===== src/rtl/store_unit_pkg.sv =====
// Shared store-path definitions: funct3 encodings, FSM state type and
// the access-size byte mask used to build write strobes.
package store_unit_pkg;

  localparam logic [2:0] F3_SB = 3'b000;
  localparam logic [2:0] F3_SH = 3'b001;
  localparam logic [2:0] F3_SW = 3'b010;

  typedef enum logic [1:0] {IDLE, BEAT0, BEAT1, ERR} state_t;

  // Zero mask marks an illegal store width.
  function automatic logic [3:0] size_mask(input logic [2:0] funct3);
    case (funct3)
      F3_SB:   size_mask = 4'b0001;
      F3_SH:   size_mask = 4'b0011;
      F3_SW:   size_mask = 4'b1111;
      default: size_mask = 4'b0000;
    endcase
  endfunction

endpackage


===== src/rtl/store_lane_align.sv =====
// Combinational lane placement of a store: builds the 8-lane strobe and
// 64-bit data spanning two consecutive words, plus split/illegal flags.
module store_lane_align
  import store_unit_pkg::*;
(
  input  logic [2:0]  funct3,
  input  logic [1:0]  off,
  input  logic [31:0] data,
  output logic [7:0]  s8,
  output logic [63:0] d64,
  output logic        split,
  output logic        illegal
);

  logic [3:0]  mask;
  logic [31:0] data_masked;

  assign mask = size_mask(funct3);

  // Lanes beyond the access width are forced to zero before shifting.
  for (genvar gi = 0; gi < 4; gi++) begin : g_lane
    assign data_masked[gi*8 +: 8] = mask[gi] ? data[gi*8 +: 8] : 8'h00;
  end

  assign illegal = (mask == 4'b0000);
  assign s8      = {4'b0000, mask} << off;
  assign d64     = {32'h0000_0000, data_masked} << {off, 3'b000};
  assign split   = (s8[7:4] != 4'b0000);

endmodule


===== src/rtl/store_unit.sv =====
// Store unit: accepts one store request, emits one or two aligned word
// beats with byte strobes, then pulses done (with err for rejected stores).
module store_unit
  import store_unit_pkg::*;
#(
  parameter bit SPLIT_MISALIGNED = 1'b1
) (
  input  logic        clk,
  input  logic        rst,
  input  logic        req_valid,
  output logic        req_ready,
  input  logic [2:0]  req_funct3,
  input  logic [31:0] req_addr,
  input  logic [31:0] req_data,
  output logic        mem_valid,
  input  logic        mem_ready,
  output logic [31:0] mem_addr,
  output logic [31:0] mem_wdata,
  output logic [3:0]  mem_wstrb,
  output logic        done,
  output logic        err
);

  state_t      state_reg, state_next;
  logic        mem_valid_reg, mem_valid_next;
  logic [31:0] mem_addr_reg, mem_addr_next;
  logic [31:0] mem_wdata_reg, mem_wdata_next;
  logic [3:0]  mem_wstrb_reg, mem_wstrb_next;
  logic        done_reg, done_next;
  logic        err_reg, err_next;
  logic [31:0] beat1_addr_reg, beat1_addr_next;
  logic [31:0] beat1_wdata_reg, beat1_wdata_next;
  logic [3:0]  beat1_wstrb_reg, beat1_wstrb_next;
  logic        split_reg, split_next;

  logic [7:0]  s8;
  logic [63:0] d64;
  logic        split;
  logic        illegal;
  logic [31:0] beat0_addr;

  store_lane_align u_align (
    .funct3  (req_funct3),
    .off     (req_addr[1:0]),
    .data    (req_data),
    .s8      (s8),
    .d64     (d64),
    .split   (split),
    .illegal (illegal)
  );

  assign beat0_addr = {req_addr[31:2], 2'b00};

  always_comb begin
    state_next       = state_reg;
    mem_valid_next   = mem_valid_reg;
    mem_addr_next    = mem_addr_reg;
    mem_wdata_next   = mem_wdata_reg;
    mem_wstrb_next   = mem_wstrb_reg;
    done_next        = 1'b0;
    err_next         = 1'b0;
    beat1_addr_next  = beat1_addr_reg;
    beat1_wdata_next = beat1_wdata_reg;
    beat1_wstrb_next = beat1_wstrb_reg;
    split_next       = split_reg;
    case (state_reg)
      IDLE: begin
        if (req_valid) begin
          if (illegal || (split && !SPLIT_MISALIGNED)) begin
            state_next = ERR;
            done_next  = 1'b1;
            err_next   = 1'b1;
          end else begin
            state_next       = BEAT0;
            mem_valid_next   = 1'b1;
            mem_addr_next    = beat0_addr;
            mem_wdata_next   = d64[31:0];
            mem_wstrb_next   = s8[3:0];
            beat1_addr_next  = beat0_addr + 32'd4;
            beat1_wdata_next = d64[63:32];
            beat1_wstrb_next = s8[7:4];
            split_next       = split;
          end
        end
      end
      BEAT0: begin
        if (mem_ready) begin
          if (split_reg) begin
            state_next     = BEAT1;
            mem_addr_next  = beat1_addr_reg;
            mem_wdata_next = beat1_wdata_reg;
            mem_wstrb_next = beat1_wstrb_reg;
          end else begin
            state_next     = IDLE;
            mem_valid_next = 1'b0;
            done_next      = 1'b1;
          end
        end
      end
      BEAT1: begin
        if (mem_ready) begin
          state_next     = IDLE;
          mem_valid_next = 1'b0;
          done_next      = 1'b1;
        end
      end
      ERR:     state_next = IDLE;
      default: state_next = IDLE;
    endcase
  end

  always_ff @(posedge clk or posedge rst) begin
    if (rst) begin
      state_reg       <= IDLE;
      mem_valid_reg   <= 1'b0;
      mem_addr_reg    <= '0;
      mem_wdata_reg   <= '0;
      mem_wstrb_reg   <= '0;
      done_reg        <= 1'b0;
      err_reg         <= 1'b0;
      beat1_addr_reg  <= '0;
      beat1_wdata_reg <= '0;
      beat1_wstrb_reg <= '0;
      split_reg       <= 1'b0;
    end else begin
      state_reg       <= state_next;
      mem_valid_reg   <= mem_valid_next;
      mem_addr_reg    <= mem_addr_next;
      mem_wdata_reg   <= mem_wdata_next;
      mem_wstrb_reg   <= mem_wstrb_next;
      done_reg        <= done_next;
      err_reg         <= err_next;
      beat1_addr_reg  <= beat1_addr_next;
      beat1_wdata_reg <= beat1_wdata_next;
      beat1_wstrb_reg <= beat1_wstrb_next;
      split_reg       <= split_next;
    end
  end

  assign req_ready = (state_reg == IDLE);
  assign mem_valid = mem_valid_reg;
  assign mem_addr  = mem_addr_reg;
  assign mem_wdata = mem_wdata_reg;
  assign mem_wstrb = mem_wstrb_reg;
  assign done      = done_reg;
  assign err       = err_reg;

endmodule


===== config.mk =====
export PLATFORM = sky130hd
export DESIGN_NAME = store_unit
export DESIGN_NICKNAME = d
export VERILOG_FILES = /design/src/rtl/store_unit_pkg.sv /design/src/rtl/store_lane_align.sv /design/src/rtl/store_unit.sv
export SDC_FILE = /design/constraint.sdc
export NUM_CORES = 1
export LEC_CHECK = 0
export BUFFER_PORTS_ARGS = -buffer_cell sky130_fd_sc_hd__clkbuf_2
export CORE_ASPECT_RATIO = 0.9
export CORE_MARGIN = 2
export CORE_UTILIZATION = 35
export CTS_CLUSTER_SIZE = 16
export DETAILED_ROUTE_END_ITERATION = 8
export PLACE_DENSITY_LB_ADDON = 0.3
export SYNTH_ARGS = -nofsm -noshare
export SYNTH_HDL_FRONTEND = slang
export SYNTH_SLANG_ARGS = --single-unit

===== constraint.sdc =====
create_clock -name clk -period 8.8 [get_ports clk]
set_clock_uncertainty 0.05 [all_clocks]
set_input_delay 0 -clock clk [delete_from_list [all_inputs] [get_ports clk]]
set_output_delay 0 -clock clk [all_outputs]
set_load 0.1 [all_outputs]

==> results.md, run 1 <==
- Min-Delay Path Class: input port to flop
- Startpoint class of the critical path: flop
- Tmin final: 3.38 ns
- Post-layout net count: between 900 and 1000
- Antenna violations before repair: 0
- Max_slew headroom: 24.8%
- Ys flop type: dfrtp_1
- Global-route wire length before repair: roughly 31000 um
- Post-synth EDFFs: 0
- Ys Warns: 0
- Leakage power: around 0.004 uW
- Power Total: 3490 uW
- Die X: 149 um
- Critical Path, Cell by Cell: inv_1, ha_2, buf_4, inv_1, nand2_1, a21o_2, buf_4, o21ai_0
- CTS sink count: 129
- Ant diodes: 0
- Highest Clock Rate: 0.295 GHz
- Peak VDD IR: 199 uV
- Synth top area cells: dfrtp_1 49%, mux2i_1 7.1%, o21ai_0 6.7%
- Origin of the critical flop-to-flop path: state_reg[1]
- Die area: 0.0199 sq mm
- Final std cells w/o fill: 1145
- Final wirelength: 19400 um
- Drt drc: 0
- Final setup viols: 0
- Via Count: 5882
- CTS Buf Count: 17
- Starting density of the core: 35.8%
- Max-Cap Viols: 0
- I/O pin cnt: 143
- Vias in the first global route: 5685
- DR iter-0 viols: 500
- Clock-pin transition on the worst setup and hold timing paths: 0.05 ns
- GRT Util Overall: 20.0%
- Via/cell ratio: roughly 5.1
- Setup TNS: 0 ns
- Final Wtd Congestion: 0.797
- Syn Std Cell Area: 0.00659 sq mm
- Clk_lat worst skew: 0.42 ns
- Inst Count DP: 1040
- Mapped Cells: between 600 and 700
- Area Growth Syn to Fin: 33.1%
- Initial DRT Pass Iterations: 5
- Critical Path Source: state_reg[1]
- CTS tree: done
- Bufs on Longest Clock Path: 2
- Filler cells: 1796
- Buffers and inverters on the worst path: 4
- Sequential share of the synthesized area: 49.0%
- Overall die height: 134 um
- Crit path kind: flop to flop
- RSZ-0062 raised after global routing: no
- Biggest area consumer among synthesized cells: dfrtp_1
- Slowest cell delay on critical path: 0.67 ns
- Grt ovf: 0
- Status: finished, final reports clean
- Critical-path maximum fanout: between 60 and 70
- Max reg flops: 32
- Cell variety after synth: 51
- Asr flop ratio synth: 100%
- Avg Cell Area, Syn: between 9 and 10 sq um
- Top-area cell type share of the netlist area: 49.0%
- Core Util, Final: between 40% and 50%
- CP max stage cell: buf_4
- Hold Startpoint: req_data[9]
- Post-CTS Setup Bufs: 0
- Final Hold Viols: 0
- Final slew viol count: 0
- Largest net degree at the start of global routing: 75
- CP arrival: 3.60 ns
- Row Count: 47
- Final Cycle Share: 38.5%
- Post-route ant nets: 0
- H-Tree Depth: 4
- Worst slew pin tran: about 1.1 ns
- Layout cells sized above 1: 21.1%
- WP data required: between 9 and 10 ns
- Reg area: approximately 0.0032 sq mm
- PwrDens: 398 mW/mm^2
- Synthesized flop and latch total: between 100 and 150
- Area of the multi-input gates: 0.00314 sq mm
- Core Area: 0.0184 sq mm
- Worst path top cell family by delay: buffers and inverters
- Root buf cell: clkbuf_16
- Crit path capture type: flop
- WL/cell: 17.0 um
- Buffers on Ports: 140
- Final HPWL DP: 13100 um
## cell type report
cell class | instances | area share, %
clock inverter | 5 | 0.856
multi-input combinational | 514 | 35.8
clock buffer | 26 | 5.81
inverter | 7 | 0.328
tap | 245 | 3.50
sequential | 129 | 36.8
timing repair buffer | 219 | 16.9
## Yosys cell counts (7+ instances only)
library cell,count
nor2_1,53
a22o_1,16
a221oi_1,11
inv_1,7
a221o_1,8
o211ai_1,9
nand2_1,107
o21ai_0,88
nand3_1,21
nand2b_1,7
dfrtp_1,129
a21oi_1,37
clkbuf_1,21
mux2i_1,47
and3_1,11
buf_2,20
nand4_1,10
xnor2_1,7
xor2_1,19
## routing by layer
layer	track usage [%]	wire (um)	vias to the layer above
met3	4.80	1180	24
met2	29.6	8660	173
met4	7.04	353	0
met1	28.7	9240	2818
met5	0	0	-
li1	-	-	2867
## report_power, final
group	leakage, uW	internal, uW	switching [uW]
Sequential	0.00165	832	132
Combinational	0.00211	363	1450
Clock	0.000290	452	255
Total	0.00406	1650	1840
## worst paths after layout
path | end | slack (ns) | cells after the start
setup / recovery | mem_wdata[14] | 5.42 | 8
min in group asynchronous | mem_addr[6] | 0.19 | 3
hold reg to reg | beat1_wstrb_reg[0] | 0.42 | 2
max in group asynchronous | mem_wdata[1] | 7.10 | 4
setup reg to reg | mem_wdata[14] | 5.42 | 8
hold / removal | beat1_wdata_reg[1] | 0.03 | 4
## logic make-up (layout without fill, tap and decap cells)
group	Yosys count	after routing	share of synthesized area (%)
XOR/XNOR	26	26	3.46
multiplexers	49	49	7.48
AO/OA/AOI/OAI	197	197	18.4
flip-flops	129	129	49.0
adder cells (fa/ha/maj)	6	6	1.14
AND/OR/NAND/NOR	234	234	16.9
other	1	2	0.0569
buffers and inverters	53	257	3.57
## timing repair
item	in CTS	in global routing
hold buffers	74	0
gates resized for setup	0	0
endpoints found under the hold margin	153	0
endpoints found under the setup margin	0	0
## tightest hold or removal path, stage by stage
cell and delay, ns:
clkbuf_2 0.11, and3_1 0.14, o21ai_0 0.08, a21oi_1 0.12
## placed cells by master, fill, tap and decap left out, drive strengths merged, types with 3 or more instances in the layout
| cell | count |
|---|---|
| xor2 | 19 |
| o21ai | 91 |
| xnor2 | 7 |
| clkbuf | 166 |
| nand2b | 7 |
| or4 | 3 |
| ha | 6 |
| a22o | 16 |
| nor3b | 7 |
| a221o | 8 |
| o21a | 6 |
| a22oi | 5 |
| mux2i | 47 |
| a21o | 3 |
| nand3 | 21 |
| a21oi | 38 |
| nand2 | 107 |
| nand4 | 10 |
| dfrtp | 129 |
| dlygate4sd3 | 74 |
| a221oi | 11 |
| buf | 5 |
| clkinv | 3 |
| nor2 | 55 |
| inv | 7 |
| nor3 | 5 |
| o211ai | 9 |
| and3 | 11 |
## metrics by stage
stage	instance area [sq um]	setup slack (ns)	hold WS, ns
finish	8770	5.42	0.0323
global route	8770	5.09	0.0475
CTS	8770	5.41	0.0218
detailed placement	7440	5.40	0.110
global placement	7440	5.60	0.108
floorplan	6590	5.31	0.0618
Power figures use the tool's default switching activity.
==> run 2: changes to the inputs <==
==> constraint.sdc (replaced) <==
create_clock -name clk -period 3.3 [get_ports clk]
set_clock_uncertainty 0.05 [all_clocks]
set_input_delay 0 -clock clk [delete_from_list [all_inputs] [get_ports clk]]
set_output_delay 0 -clock clk [all_outputs]
set_load 0.1 [all_outputs]
==> results.md, run 2 (synthesis gave the netlist of run 1 again) <==
- RSZ-0062 raised after global routing: no
- WP depth: 9 (+1)
- Commonest non-fill, non-tap cell in the layout: clkbuf_2
- Row Count: 47 (unchanged)
- Int Pwr: 4370 uW (+170%)
- Highest Clock Rate: 0.347 GHz
- Tmin final: 2.88 ns
- Psw: 4930 uW (+170%)
- Grt ovf: 0 (unchanged)
- CTS Buf Count: 17 (unchanged)
- Core Area: 0.0184 sq mm (unchanged)
- Final HPWL DP: 13500 um (+3.4%)
- Hold path cells: 4 (unchanged)
- Post-layout net count: 975 (+1.0%)
- Startpoint class of the critical path: input port
- Clk pwr share: 20.0% (-0.3 points)
- Setup TNS: 0 ns (unchanged)
- Worst path top cell family by delay: buffers and inverters
- Clk_lat worst skew: 0.42 ns (about the same)
- I/O pin cnt: 143 (unchanged)
- Crit path to: beat1_addr_reg[28]
- Buffers on Ports: 140 (unchanged)
- Clock-pin transition on the worst setup and hold timing paths: 0.06 ns (about the same)
- Reg area: 0.00323 sq mm (unchanged)
- Buffers and inverters on the worst path: 4 (unchanged)
- GRT Util Overall: 20.2% (+0.20 points)
- Min-Delay Path Class: input port to flop
- Final Cycle Share: ~90%
- Endpoint of the worst register-to-register path: beat1_addr_reg[28]
- Die X: 149 um (unchanged)
- Peak VDD IR: 573 uV (+190%)
- Post-route ant nets: 0 (unchanged)
- Via Count: 5980 (+1.7%)
- H-Tree Depth: 4 (unchanged)
- Status: finished, final reports clean
- Final Hold Viols: 0 (unchanged)
- Area Growth Syn to Fin: 34.5%
- Filler cells: 1760 (-2.0%)
- Most used cell, CP: dlygate4sd3_1
- Final wirelength: 19700 um (+1.3%)
- Worst reg2reg path depth: 8 (unchanged)
- Critical-path maximum fanout: 12 (-83%)
- Slowest cell delay on critical path: 0.57 ns (-0.10 ns)
- Root buf cell: clkbuf_16
- CP max stage cell: dlygate4sd3_1
- CP arrival: 3.13 ns (-0.47 ns)
- Final setup viols: 0 (unchanged)
- DR iter-0 viols: 469 (-6.2%)
- CTS tree: done
- Die area: 0.0199 sq mm (unchanged)
- Drt drc: 0 (unchanged)
- Critical Path Source: req_addr[10]
- Combinational Power Share: 52.6% (+0.5 points)
- Area of the multi-input gates: 0.00314 sq mm (unchanged)
- Post-CTS Setup Bufs: 0 (unchanged)
- Worst slew pin tran: 1.07 ns (-0.0617 ns)
- Via/cell ratio: 5.18 (+0.79%)
- Net Sw Frac: 53.0% (+0.21 points)
- Origin of the critical flop-to-flop path: state_reg[1]
- R2r setup slk: 0.43 ns (-4.99 ns)
- Layout cells sized above 1: 22.4% (+1.3 points)
- Initial DRT Pass Iterations: 5 (unchanged)
- Max reg flops: 32 (unchanged)
- Power Total: 9300 uW (+170%)
- Ant diodes: 0 (unchanged)
- Vias in the first global route: 5928 (+4.3%)
- PwrDens: 1050 mW/mm^2 (+160%)
- WL/cell: 17.0 um (+0.45%)
- CTS sink count: 129 (unchanged)
- Sequential share of power: 27.5% (-0.2 points)
- Crit path capture type: flop
- Bufs on Longest Clock Path: 2 (unchanged)
- Leakage power: 0.00410 uW (+1.0%)
- Commonest cells after routing, fill and taps aside: 140 x clkbuf_2, 129 x dfrtp_1, 107 x nand2_1, 88 x o21ai_0, 73 x dlygate4sd3_1
- Critical Path, Cell by Cell: dlygate4sd3_1, clkbuf_2, and4_1, and3_1, nand2_1, o211ai_1, dlygate4sd3_1, nand3_1, dlygate4sd3_1
- Max_slew headroom: 28.7% (+4.0 points)
- Starting density of the core: 35.8% (unchanged)
- Final slew viol count: 0 (unchanged)
- Global-route wire length before repair: 31500 um (+1.9%)
- Overall die height: 134 um (unchanged)
- WP data required: 3.55 ns (-5.46 ns)
- Largest net degree at the start of global routing: 48 (-36%)
- Antenna violations before repair: 0 (unchanged)
- Max-Cap Viols: 0 (unchanged)
- Final Wtd Congestion: 0.826 (+3.7%)
- Crit path kind: input port to flop
==> run 2: cell types whose count changed in the layout (fill, tap and decap cells not counted), sizes merged <==
cell,delta
clkbuf,-5
inv,-1
clkinvlp,+5
clkinv,+1
buf,+11
dlygate4sd3,-1
==> run 2: power groups by stage <==
stage | Combinational, uW | Sequential, uW | Clock, uW
final | 4890 | 2560 | 1860
after global routing | 5220 | 2640 | 1960
after CTS | 4920 | 2560 | 1890
after detailed placement | 4810 | 2580 | 0
after global placement | 4760 | 2580 | 0
after floorplan | 1480 | 4990 | 0
==> run 2: cell type report <==
cell class / count / share of cell area, %
multi-input combinational: 514 / 35.4
clock inverter: 10 / 1.24
timing repair buffer: 229 / 17.8
clock buffer: 21 / 5.31
sequential: 129 / 36.4
tap: 245 / 3.46
inverter: 7 / 0.339
==> run 2: layer usage <==
| layer | global-route usage (%) | part of all wire [%] | vias to the layer above |
|---|---|---|---|
| met5 | 0 | 0 | - |
| met4 | 6.19 | 1.9 | 0 |
| met3 | 5.58 | 6.6 | 26 |
| met2 | 30.5 | 45 | 205 |
| met1 | 28.3 | 46 | 2850 |
| li1 | - | - | 2899 |
==> run 2: worst min path at each step <==
stage                                to    startpoint
finish               beat1_wdata_reg[7]  req_data[15]
detailed placement  beat1_wdata_reg[21]  req_data[29]
CTS                  beat1_wdata_reg[7]  req_data[15]
global placement                   done     mem_ready
global route         beat1_wdata_reg[7]  req_data[15]
floorplan             beat1_addr_reg[2]   req_addr[2]
==> run 2: worst register-to-register path: cells and delay by family (launching register included) <==
| family | cells | cell delay (ns) |
|---|---|---|
| AO/OA/AOI/OAI | 1 | 0.11 |
| adder cells (fa/ha/maj) | 1 | 0.29 |
| buffers and inverters | 4 | 1.53 |
| flip-flops | 1 | 0.39 |
| AND/OR/NAND/NOR | 2 | 0.46 |
==> run 2: stage by stage <==
stage / instances / setup slack (ns) / instance area, sq um / utilization (%) / hold WS, ns
3_5_place_dp: 1051 / 0.794 / 7550 / 41.0 / 0.232
4_1_cts: 1155 / 0.437 / 8860 / 48.2 / 0.0296
3_3_place_gp: 1051 / 0.949 / 7550 / 41.0 / 0.232
2_1_floorplan: 696 / 0.770 / 6600 / - / 0.0618
6_report: 1155 / 0.415 / 8860 / 48.2 / 0.0446
5_1_grt: 1155 / 0.259 / 8860 / 48.2 / 0.0610
==> run 2: what timing repair did <==
action,CTS,global route
gates resized for setup,0,0
setup endpoints to repair,0,0
hold buffers,73,0
endpoints found under the hold margin,145,0
==> run 3: changes to the inputs <==
--- a/config.mk
+++ b/config.mk
@@ -5,7 +5,9 @@
 export SDC_FILE = /design/constraint.sdc
 export NUM_CORES = 1
 export LEC_CHECK = 0
+export ABC_AREA = 1
 export BUFFER_PORTS_ARGS = -buffer_cell sky130_fd_sc_hd__clkbuf_2
+export CAP_MARGIN = 20
 export CORE_ASPECT_RATIO = 0.9
 export CORE_MARGIN = 2
 export CORE_UTILIZATION = 35
==> results.md, run 3 <==
- I/O pin cnt: 143 (unchanged)
- Tmin final: 2.64 ns (-0.250 ns)
- Vias in the first global route: 7374 (+24%)
- Startpoint class of the critical path: flop
- Final slew viol count: 0 (unchanged)
- Overall die height: 140 um (+4.3%)
- Final wirelength: 23100 um (+17%)
- Mapped Cells: 1008 (+45%)
- Row Count: 49 (+4.3%)
- RSZ-0062 raised after global routing: no
- CTS tree: done
- Peak VDD IR: 636 uV (+11%)
- Drt drc: 0 (unchanged)
- Ys Warns: 0 (unchanged)
- Root buf cell: clkbuf_16
- Via/cell ratio: 5.02 (-3.1%)
- GRT Util Overall: 21.7% (+1.5 points)
- Critical Path, Cell by Cell: inv_1, ha_1, inv_4, nor2_2, inv_2, nand4_1, buf_4, nor2_1, nor2_1, nand2_1
- Synthesized flop and latch total: 129 (unchanged)
- Final HPWL DP: 15100 um (+12%)
- Filler cells: 1989 (+13%)
- Top post-synthesis cells by count: 418 x nand2_1, 129 x dfrtp_1, 99 x nand3_1, 81 x nor2_1, 76 x inv_1
- Reg area: 0.00323 sq mm (unchanged)
- H-Tree Depth: 4 (unchanged)
- Critical-path maximum fanout: 83 (+71)
- Bufs on Longest Clock Path: 2 (unchanged)
- Leakage power: 0.00503 uW (+23%)
- CTS Buf Count: 17 (unchanged)
- Avg Cell Area, Syn: 7.12 sq um (-25%)
- Biggest area consumer among synthesized cells: dfrtp_1
- Largest net degree at the start of global routing: 84 (+75%)
- Max reg flops: 32 (unchanged)
- Ant diodes: 0 (unchanged)
- DR iter-0 viols: 575 (+23%)
- Commonest non-fill, non-tap cell in the layout: nand2_1
- Post-CTS Resized: 0 (unchanged)
- Global-route track usage on met1: 29.9% (+1.6 points)
- Psw: 5620 uW (+14%)
- Buffers and inverters on the worst path: 4 (unchanged)
- Area Growth Syn to Fin: 31.8%
- # hold bufs at CTS: 79 (+8.2%)
- Clock-pin transition on the worst setup and hold timing paths: 0.06 ns (about the same)
- Area of the multi-input gates: 0.00341 sq mm (+8.6%)
- GR Util met2: 34.3% (+3.8 points)
- Most common cell in the synthesized netlist: nand2_1
- Core Area: 0.0200 sq mm (+8.9%)
- Commonest cells after routing, fill and taps aside: 418 x nand2_1, 140 x clkbuf_2, 129 x dfrtp_1, 99 x nand3_1, 81 x nor2_1
- Worst slew pin tran: 1.05 ns (-0.0191 ns)
- Net Sw Frac: 55.8% (+2.8 points)
- Min-Delay Path Class: input port to flop
- Die X: 155 um (+4.3%)
- Post-route ant nets: 0 (unchanged)
- Grt ovf: 0 (unchanged)
- Max-Cap Viols: 0 (unchanged)
- WP data required: 3.56 ns (about the same)
- Int Pwr: 4460 uW (+1.9%)
- Crit path capture type: flop
- Via Count: 7413 (+24%)
- Syn Std Cell Area: 0.00718 sq mm (+9.0%)
- Asr flop ratio synth: 100% (unchanged)
- CTS sink count: 129 (unchanged)
- Final Cycle Share: 79.9% (-7.6 points)
- Final Hold Viols: 0 (unchanged)
- Global-route layer with the greatest usage: met2
- Initial DRT Pass Iterations: 5 (unchanged)
- Synth top area cells: dfrtp_1 45%, nand2_1 22%, nand3_1 6.9%
- Final setup viols: 0 (unchanged)
- Most used cell, CP: nor2_1
- Die area: 0.0217 sq mm (+8.7%)
- Worst path top cell family by delay: buffers and inverters
- Setup TNS: 0 ns (unchanged)
- CP max stage cell: buf_4
- Slowest cell delay on critical path: 0.71 ns (+0.14 ns)
- CP arrival: 2.89 ns (-0.24 ns)
- Met3 Resource Use GR: 4.21% (-1.4 points)
- Ys flop type: dfrtp_1
- Highest Clock Rate: 0.379 GHz (+9.5%)
- Hold WS: 0.0810 ns (+0.0364 ns)
- Starting density of the core: 35.8% (about the same)
- Antenna violations before repair: 0 (unchanged)
- Post-CTS Setup Bufs: 0 (unchanged)
- Post-layout net count: 1287 (+32%)
- Global-route wire length before repair: 37600 um (+19%)
- WL/cell: 15.6 um (-8.4%)
- Max_slew headroom: 30.0% (+1.3 points)
- Sequential share of the synthesized area: 44.9% (-4.0 points)
- Status: finished, final reports clean
- Crit path kind: flop to flop
- Top-area cell type share of the netlist area: 44.9% (-4.0 points)
- Combinational Power Share: 54.7% (+2.1 points)
- Clk_lat worst skew: 0.43 ns (about the same)
- Final Wtd Congestion: 0.913 (+11%)
- Sequential share of power: 26.0% (-1.5 points)
- PwrDens: 1070 mW/mm^2 (+1.5%)
- Clk pwr share: 19.3% (-0.7 points)
- Post-synth EDFFs: 0 (unchanged)
- Power Total: 10100 uW (+8.4%)
- Buffers on Ports: 140 (unchanged)
- Layout cells sized above 1: 16.8% (-5.6 points)
- Cell variety after synth: 34 (-33%)
## run 3: changes by cell type after synthesis, moves of 28 or more
cell / change
nor2_1: +28
o21ai_0: -56
nand2_1: +311
inv_1: +69
mux2i_1: -42
nand3_1: +78
a21oi_1: -29
## run 3: power by group through the flow
stage	combinational, uW	clock [uW]	sequential [uW]
after floorplan	1740	0	5330
after global placement	5400	0	2640
after detailed placement	5450	0	2640
after CTS	5540	1980	2620
after global routing	5920	2040	2700
final	5520	1940	2620
## run 3: final timing paths
path | end | slack (ns) | depth (start not counted) | start
worst max-delay path | mem_wdata[16] | 0.66 | 10 | state_reg[1]
worst min-delay path | mem_wdata[4] | 0.08 | 6 | req_funct3[2]
worst max register to register | mem_wdata[16] | 0.66 | 10 | state_reg[1]
worst min register to register | beat1_addr_reg[3] | 0.42 | 2 | beat1_addr_reg[3]
max in group asynchronous | beat1_wdata_reg[1] | 1.97 | 4 | rst
min in group asynchronous | mem_addr[19] | 0.28 | 3 | rst
## run 3: metal layers
| metal | routed length (um) | up-vias |
|---|---|---|
| met4 | 387 | 0 |
| met5 | 0 | - |
| met1 | 10500 | 3471 |
| met3 | 1690 | 30 |
| met2 | 10400 | 287 |
| li1 | - | 3625 |
## run 3: through the flow
stage,utilization [%],instance area [sq um],instances,setup slack [ns]
floorplan,-,7190,1009,0.782
global route,47.2,9460,1477,0.330
detailed placement,40.3,8080,1367,0.666
CTS,47.2,9460,1477,0.632
finish,47.2,9460,1477,0.665
global placement,40.3,8080,1367,0.786
## run 3: logic make-up (layout without fill, tap and decap cells)
| logic type | Yosys count | in the layout | synth area share [%] |
|---|---|---|---|
| multiplexers | 5 | 5 | 0.697 |
| adder cells (fa/ha/maj) | 6 | 6 | 1.05 |
| flip-flops | 129 | 129 | 44.9 |
| buffers and inverters | 130 | 343 | 7.60 |
| AND/OR/NAND/NOR | 617 | 617 | 34.7 |
| XOR/XNOR | 7 | 7 | 0.854 |
| other | 1 | 2 | 0.0522 |
| AO/OA/AOI/OAI | 113 | 113 | 10.1 |
## run 3: final cells by class
class	count	share of cell area, %
Clock inverter	11	1.37
Sequential cell	129	34.1
Timing Repair Buffer	232	16.9
Tap cell	255	3.37
Multi-Input combinational cell	750	36.1
Inverter	80	3.24
Clock buffer	20	4.93
## run 3: tightest hold or removal path, stage by stage
cell and delay, ns:
clkbuf_2 0.09, inv_1 0.08, nand3_1 0.16, o31ai_1 0.09, nand2_1 0.05, nand2_1 0.04
